$ cat src/rtl/pipeline_pkg.sv
// pipeline_pkg: shared pipeline types and defaults for the data-memory stall controller
package pipeline_pkg;
  typedef enum logic [1:0] {IDLE, WAIT, ERROR} dsc_state_t;
  localparam int MAX_WAIT_DEF = 16;
endpackage

$ cat src/rtl/wait_timer.sv
// wait_timer: counts unanswered memory wait cycles and flags the last permitted one
module wait_timer #(
  parameter int LIMIT = 16
) (
  input  logic clk,
  input  logic rst_n,
  input  logic clear,
  input  logic enable,
  output logic expire
);
  logic [7:0] cnt;
  always_ff @(posedge clk or negedge rst_n)
    if (!rst_n) cnt <= '0;
    else cnt <= clear ? '0 : enable ? cnt + 8'd1 : cnt;
  assign expire = cnt == 8'(LIMIT - 1);
endmodule

$ cat src/rtl/dmem_stall_ctrl.sv
// dmem_stall_ctrl: data-memory handshake FSM driving pipeline stalls, flushes and a stall counter
module dmem_stall_ctrl
  import pipeline_pkg::*;
#(
  parameter int MAX_WAIT  = MAX_WAIT_DEF,
  parameter int CNT_WIDTH = 32
) (
  input  logic                 clk,
  input  logic                 rst_n,
  input  logic                 MemReqM,
  input  logic                 MemWriteM,
  input  logic                 LwStallD,
  input  logic                 PCSrcE,
  input  logic                 mem_ready,
  output logic                 mem_req,
  output logic                 mem_we,
  output logic                 StallF,
  output logic                 StallD,
  output logic                 StallE,
  output logic                 StallM,
  output logic                 FlushD,
  output logic                 FlushE,
  output logic                 FlushW,
  output logic                 mem_err,
  output logic [CNT_WIDTH-1:0] stall_cycles
);
  if (MAX_WAIT < 2 || MAX_WAIT > 255) begin : g_bad_max_wait
    $error("MAX_WAIT out of range 2..255");
  end
  dsc_state_t state;
  logic expire, in_idle, in_wait, in_err, mstall, busy, to_err;
  assign in_idle = state == IDLE;
  assign in_wait = state == WAIT;
  assign in_err  = state == ERROR;
  assign mstall  = in_err | (in_wait & ~mem_ready) | (in_idle & MemReqM & ~mem_ready);
  assign busy    = ~in_err & (in_wait | MemReqM);
  assign to_err  = in_wait & ~mem_ready & expire;
  wait_timer #(.LIMIT(MAX_WAIT)) u_timer (
    .clk    (clk),
    .rst_n  (rst_n),
    .clear  (~in_wait),
    .enable (in_wait & ~mem_ready),
    .expire (expire)
  );
  always_ff @(posedge clk or negedge rst_n)
    if (!rst_n) begin
      state        <= IDLE;
      mem_err      <= 1'b0;
      stall_cycles <= '0;
    end else begin
      state        <= in_idle ? ((MemReqM && !mem_ready) ? WAIT : IDLE)
                    : in_wait ? (mem_ready ? IDLE : expire ? ERROR : WAIT)
                    : ERROR;
      mem_err      <= mem_err | to_err;
      stall_cycles <= (mstall && !(&stall_cycles)) ? stall_cycles + 1'b1 : stall_cycles;
    end
  // every output is gated by rst_n so the pipeline sees silence while reset is held
  assign mem_req = rst_n & busy;
  assign mem_we  = rst_n & busy & MemWriteM;
  assign StallF  = rst_n & (mstall | LwStallD);
  assign StallD  = rst_n & (mstall | LwStallD);
  assign StallE  = rst_n & mstall;
  assign StallM  = rst_n & mstall;
  assign FlushD  = rst_n & ~mstall & PCSrcE;
  assign FlushE  = rst_n & ~mstall & (LwStallD | PCSrcE);
  assign FlushW  = rst_n & mstall & ~in_err;
endmodule
$ cat config.mk
export PLATFORM = sky130hd
export DESIGN_NAME = dmem_stall_ctrl
export DESIGN_NICKNAME = d
export VERILOG_FILES = /design/src/rtl/pipeline_pkg.sv /design/src/rtl/wait_timer.sv /design/src/rtl/dmem_stall_ctrl.sv
export SDC_FILE = /design/constraint.sdc
export NUM_CORES = 1
export LEC_CHECK = 0
export CORE_MARGIN = 2
export CORE_UTILIZATION = 46
export CTS_CLUSTER_DIAMETER = 150
export DETAILED_ROUTE_END_ITERATION = 16
export GPL_ROUTABILITY_DRIVEN = 0
export PLACE_DENSITY = 0.76
export SLEW_MARGIN = 0
export SYNTH_ARGS = -nofsm -noshare
export SYNTH_HDL_FRONTEND = slang
export SYNTH_SLANG_ARGS = --single-unit
$ cat constraint.sdc
create_clock -name clk -period 2.3 [get_ports clk]
set_clock_uncertainty 0.05 [all_clocks]
set_input_delay 0.69 -clock clk [delete_from_list [all_inputs] [get_ports clk]]
set_output_delay 0.69 -clock clk [all_outputs]
set_load 0.05 [all_outputs]
## After elaboration in Yosys (flattened, before gate mapping)

Cells that the tools add are included.

| word-level totals | value |
|---|---|
| register bits | 43 |
| latch bits | 0 |
| bits in writable memories | 0 |
| ROM bits | 0 |
| input bits | 7 |
| logic and storage cells | 45 |
| memories kept | 0 |

| cells by class | value |
|---|---|
| $add $sub $neg | 2 |
| $mul | 0 |
| divide/modulo/power cells | 0 |
| magnitude comparators | 0 |
| equal/unequal tests | 4 |
| shifts and indexed selects | 0 |
| mux-type cells | 7 |
| bitwise gates (word level) | 22 |
| reduce and logical (&&, ||, !) cells | 6 |

Operator list:

| kind | number |
|---|---|
| adder 32 x 1 -> 32 bit, second input constant | 1 |
| AND reduction 32 bit | 1 |
| 2-to-1 mux 8 bit | 2 |
| AND 1 bit | 13 |
| adder 8 x 1 -> 8 bit, second input constant | 1 |
| equality test 8 x 4 -> 1 bit, second input constant | 1 |
| 2-to-1 mux 2 bit | 4 |
| OR 1 bit | 6 |
| NOT 1 bit | 3 |
| equality test 2 x 1 -> 1 bit, second input constant | 1 |
| equality test 2 bit, second input constant | 1 |
| logical AND 1 bit | 2 |
| logical NOT 1 bit | 2 |
| logical NOT 2 bit | 1 |
| != test 2 x 1 -> 1 bit, second input constant | 1 |
| 2-to-1 mux 1 bit | 1 |

## Depth between registers and ports, before layout

| depth | value |
|---|---|
| depth in word-level cells | 7 |
| mapped depth | 8 |
| gate-level depth less buffers | 6 |

## Hierarchy

A second synthesis with hierarchy kept.

| second synthesis, totals | value |
|---|---|
| cells, all modules | 199 |
| area, all modules | 2148.3 µm² |

Modules (own cells, without submodules):

| module | times used | cells an instance | area an instance (µm²) |
|---|---|---|---|
| dmem_stall_ctrl | 1 | 159 | 1754.2 |
| wait_timer | 1 | 40 | 394.1 |

## Least setup slack after synthesis

No wires, ideal clock.

| timing | value |
|---|---|
| path kind | input -> output |
| start point | input port mem_ready |
| end point | output port FlushW |
| arrival time | 2473 ps |
| required time | 1560 ps |
| slack | -913 ps |
| cell stages on the path | 2 |
| buffers on the path | 1 |
| cell sequence | buf_6 -> nor4b_1 |

| on the way | value |
|---|---|
| cells in the longest elaborated chain, start to end | 6 |
| elaborated cells on any way between the ends | 7 |
| classes of those cells | 7 x bitwise |

Ends and longest elaborated chain:

| item | line | text |
|---|---|---|
| from (decl) | dmem_stall_ctrl.sv:14 | `input logic mem_ready,` |
| NOT 1 bit (*) | dmem_stall_ctrl.sv:35 | `assign mstall = in_err \| (in_wait & ~mem_ready) \| (in_idle & MemReqM & ~mem_ready);` |
| AND 1 bit | dmem_stall_ctrl.sv:35 |  |
| OR 1 bit | dmem_stall_ctrl.sv:35 |  |
| OR 1 bit (*) | dmem_stall_ctrl.sv:35 |  |
| AND 1 bit (*) (2 in a row) | dmem_stall_ctrl.sv:66 | `assign FlushW = rst_n & mstall & ~in_err;` |
| to (decl) | dmem_stall_ctrl.sv:23 | `output logic FlushW,` |

Mark *: on every way between the ends. The rest lies on a longest branch, timed or not.

## Worst setup path after layout

| timing | value |
|---|---|
| start point | input port PCSrcE |
| end point | output port FlushE |

| on the way | value |
|---|---|
| cells in the longest elaborated chain, start to end | 2 |

Ends and longest elaborated chain:

| item | line | text |
|---|---|---|
| from (decl) | dmem_stall_ctrl.sv:13 | `input logic PCSrcE,` |
| OR 1 bit | dmem_stall_ctrl.sv:65 | `assign FlushE = rst_n & ~mstall & (LwStallD \| PCSrcE);` |
| AND 1 bit | dmem_stall_ctrl.sv:65 |  |
| to (decl) | dmem_stall_ctrl.sv:22 | `output logic FlushE,` |

No other way between the ends.

==> results.md <==
Run status:
- The flow ran to the end, and the final reports show no timing, DRC or antenna violations.

CTS:
- The count of hold-fix buffers inserted at cts is 0.
- The later pin in the worst-skew pair is clocked with a latency of 0.30 ns.
- The number of sinks handled by clock tree synthesis is 43.
- The number of clock buffers inserted by TritonCTS is 5.
- The cell sitting at the root of the clock tree is a clkbuf_8.
- The clock passes through at most 2 buffers.
- The CTS tree is done.
- The clock tree synthesis step divided the H-tree into 2 levels.
- After clock tree synthesis, the clock-pin slew on the worst setup and hold paths is 0.08 ns.

Route:
- The first-pass iteration count of the detailed router is 6.
- The starting DRC count in detailed routing is 116.
- The number of vias after detailed routing is 1816.
- The routed wire length is 4.67 mm.
- After detailed routing, the number of vias per cell comes to 5.36.
- In the final routed layout, each cell accounts on average for 13.8 µm.
- For this run, design rule violations remaining after detail routing come to 0.
- Once detail routing completed, the nets flagged for antenna violations numbered 0.

Yosys:
- Each instance of the synthesized netlist takes up on average 10.6 µm².
- Synthesis produced a netlist with a net count of 223.
- The biggest area contributor in the post-synthesis netlist is dfrtp_1.
- The sequential fraction of the synthesis area is 0.475.
- The synthesized instance count is 214.
- The complex-gate fraction of the synthesized area was 0.0409.
- Of the total synthesized cell area, the portion taken by AND, OR, NAND and NOR gates is 0.281.
- The Yosys step of the flow raised 0 warnings.
- The synthesized design contains 43 register bits.
- Sorting the synthesized cells by area gives the leading types as dfrtp_1 (48%), xnor2_1 (11%), nand4_1 (4.7%), nand3_1 (4.4%), and3_1 (3.6%).
- The adder-cell area share of the yosys netlist is 0.0110.
- The share of synthesized area in the top cell type comes to 0.475.
- The number of distinct library cell variants in the gate-level netlist after synthesis is 41.
- The xor and xnor area share after synthesis is 0.135.
- The cell area after synthesis is 2260 µm².
- The async set-or-reset flop fraction in the synthesized netlist is 1.00.
- The main combinational cell family by area after synthesis is simple AND/OR/NAND/NOR gates.
- The synthesized design contains 0 enable-type register cells.
- The fraction of synthesized area in multiplexers is 0.0193.
- The predominant post-synthesis flop cell is dfrtp_1.

Worst hold path:
- In this run the worst hold path is classified as in2async.

Setup path:
- The signal on the critical path passes through clkdlybuf4s50_1, o211a_1, buf_12.
- The cell at the slowest stage of the critical path is clkdlybuf4s50_1.
- In this run the register-to-register setup slack is 0.26 ns.
- The kind of start point of the critical path is an input pin.
- Along the worst path, the maximum fanout reaches 2.
- The worst path required time is 1.56 ns.
- By startpoint and endpoint, the worst setup path is classified as in2out.
- Data arrives at the worst endpoint at 1.52 ns.
- The largest single stage delay on the critical path is 0.42 ns.
- The worst setup path is captured at an output pin.

Power:
- In this run the power spent charging and discharging nets is 0.000675 W.
- The total power divided by cell area is 635 nW/µm².
- The combinational group share of total power is 0.291.
- The internal power consumption is 0.00123 W.
- The analysis attributes to cell leakage a power of 1.37 nW.
- The switching portion of total power is 0.355.
- The power share of the clock group is 0.242.
- VDD sags by at most 686 µV.
- The share of power burned in registers is 0.467.

Placement:
- The wire-length estimate of the detail-placed layout is 3.49 mm.
- The number of input and output port buffers inserted is 48.
- OpenSTA, run right after detailed placement, puts the worst setup slack at -0.392 ns.

Timing:
- The relative max-transition margin is 0.670.
- The number of endpoints with negative hold slack in the final report is 0.
- The final period utilization is 0.982.
- The post-route worst setup slack is 0.0407 ns.
- The final number of max-transition violations is 0.
- For the finished layout, the period the worst path requires is 2.26 ns.
- For the pin with the worst max-slew slack, the measured transition is 0.494 ns.
- On the final layout, the worst hold slack is 0.391 ns.
- Setup violations remaining at the end of the flow were counted as 0.
- Derived from the worst setup path, the maximum achievable clock frequency is 443 MHz.
- Setup repair after global routing left no endpoint under its margin.

GRT:
- The via count of the first global-routing pass was 1683.
- Across every metal layer, demand over resource in global routing totals 0.188.
- Entering global routing, the biggest net connects 32 pins.
- The wire length of the first global-routing pass is 7.87 mm.
- The number of antenna violations at the first check in global routing came to 0.
- Summed over all layers, the global routing overflow is 0.

Floorplan:
- The die is 74.2 µm wide.
- For this design the top-level I/O count stands at 49.
- The vertical die dimension is 74.2 µm.
- The number of standard-cell rows in the floorplan is 25.
- The area enclosed by the die boundary is 5500 µm².
- The core region is 4720 µm².
- The initial utilization of the core area, before any placement, comes to 0.479.

Finish:
- The filler cells instantiated in the layout total 389.
- The repair_antennas step left the layout with diodes totalling 0.
- The fraction of layout cells with a size suffix above 1 is 0.268.
- Compared with the post-synthesis result, the final layout area differs by 32.1%.
- The number of nets in the layout is 280.

Flow run:
- The count of max-cap constraint violations is 0.
-- power by group through the flow --
stage / registers [W] / clock network, W / logic [W]
CTS: 0.000888 / 0.000468 / 0.000557
detailed placement: 0.000902 / 0 / 0.000553
global route: 0.000901 / 0.000496 / 0.000589
global placement: 0.000900 / 0 / 0.000546
finish: 0.000887 / 0.000460 / 0.000553
floorplan: 0.00106 / 0 / 0.000197
-- synthesized netlist by cell type, types with 2 or more instances --
cell and n:
nand3_1 20, nand2_1 13, and3_1 13, and4_1 8, nand4b_1 3, buf_6 3, buf_4 3, ha_1 2
mux2_2 2, xnor2_1 29, dfrtp_1 43, buf_2 2, nor4_4 2, xor2_1 6, nor2b_1 2, nor2_1 16
inv_1 2, clkbuf_1 3, o21ai_0 2, nand4_1 17, and2_1 3
-- area by class of cell --
cell class,count,area (µm²),area share
repair buffers,61,593,0.198
multi-input cells,158,1150,0.384
clock buffers,7,76.3,0.0255
well taps,67,83.8,0.0280
clock inverters,1,5.00,0.00167
inverters,2,7.51,0.00251
flip-flops and latches,43,1080,0.361
-- layer usage --
layer / wire length, µm / track usage
met2: 2130 / 0.276
met4: 61 / 0.0848
met5: 0 / 0
met3: 275 / 0.0407
met1: 2200 / 0.269
-- timing repair --
item,CTS,global route
endpoints found under the setup margin,19,6
pin swaps,2,1
buffers inserted,1,0
gates resized for setup,12,3
-- worst max-delay path, delay by kind of cell --
| family | cells | cell delay (ns) |
|---|---|---|
| buffers and inverters | 2 | 0.57 |
| AO/OA/AOI/OAI | 1 | 0.26 |
-- cell usage in the layout (no fill, tap or decap), types with 3 or more instances in the layout --
cell / n
and3_1: 12
buf_2: 3
dfrtp_1: 41
nand3_1: 20
nand4_1: 17
clkbuf_8: 5
xnor2_1: 29
nand2_1: 13
buf_4: 40
buf_12: 9
nor2_1: 16
and4_1: 8
nand4b_1: 3
clkdlybuf4s50_1: 7
xor2_1: 6
-- logic make-up after synthesis --
group	Yosys count
simple gates	106
flops	43
xor+xnor	35
buf+inv	13
compound gates	11
mux	4
fa+ha+maj	2
-- state kept, by name, indices dropped and copies added, names as in the netlist --
signal,count
mem_err,1
stall_cycles,32
state,2
u_timer.cnt,8
-- path summary, 6_finish.rpt --
kind / from / end / cells past startpoint
max: PCSrcE / FlushE / 3
max in group asynchronous: rst_n / state[0]$_DFF_PN0_ / 2
min in group clk: mem_err$_DFF_PN0_ / mem_err$_DFF_PN0_ / 2
min: rst_n / stall_cycles[4]$_DFFE_PN0P_ / 2
min reg2reg: mem_err$_DFF_PN0_ / mem_err$_DFF_PN0_ / 2
max reg2reg: state[1]$_DFF_PN0_ / stall_cycles[23]$_DFFE_PN0P_ / 7
-- metrics by stage --
stage	power, W	std cells	instance area (µm²)	TNS [ns]	util
after global placement	0.00145	330	2890	-8.83	0.612
after global routing	0.00199	339	2990	0	0.633
final	0.00190	339	2990	0	0.633
after floorplan	0.00125	214	2310	-0.310	-
after detailed placement	0.00146	330	2890	-9.41	0.612
after CTS	0.00191	339	2990	0	0.632
No activity file was read; power rests on OpenSTA's default activity.
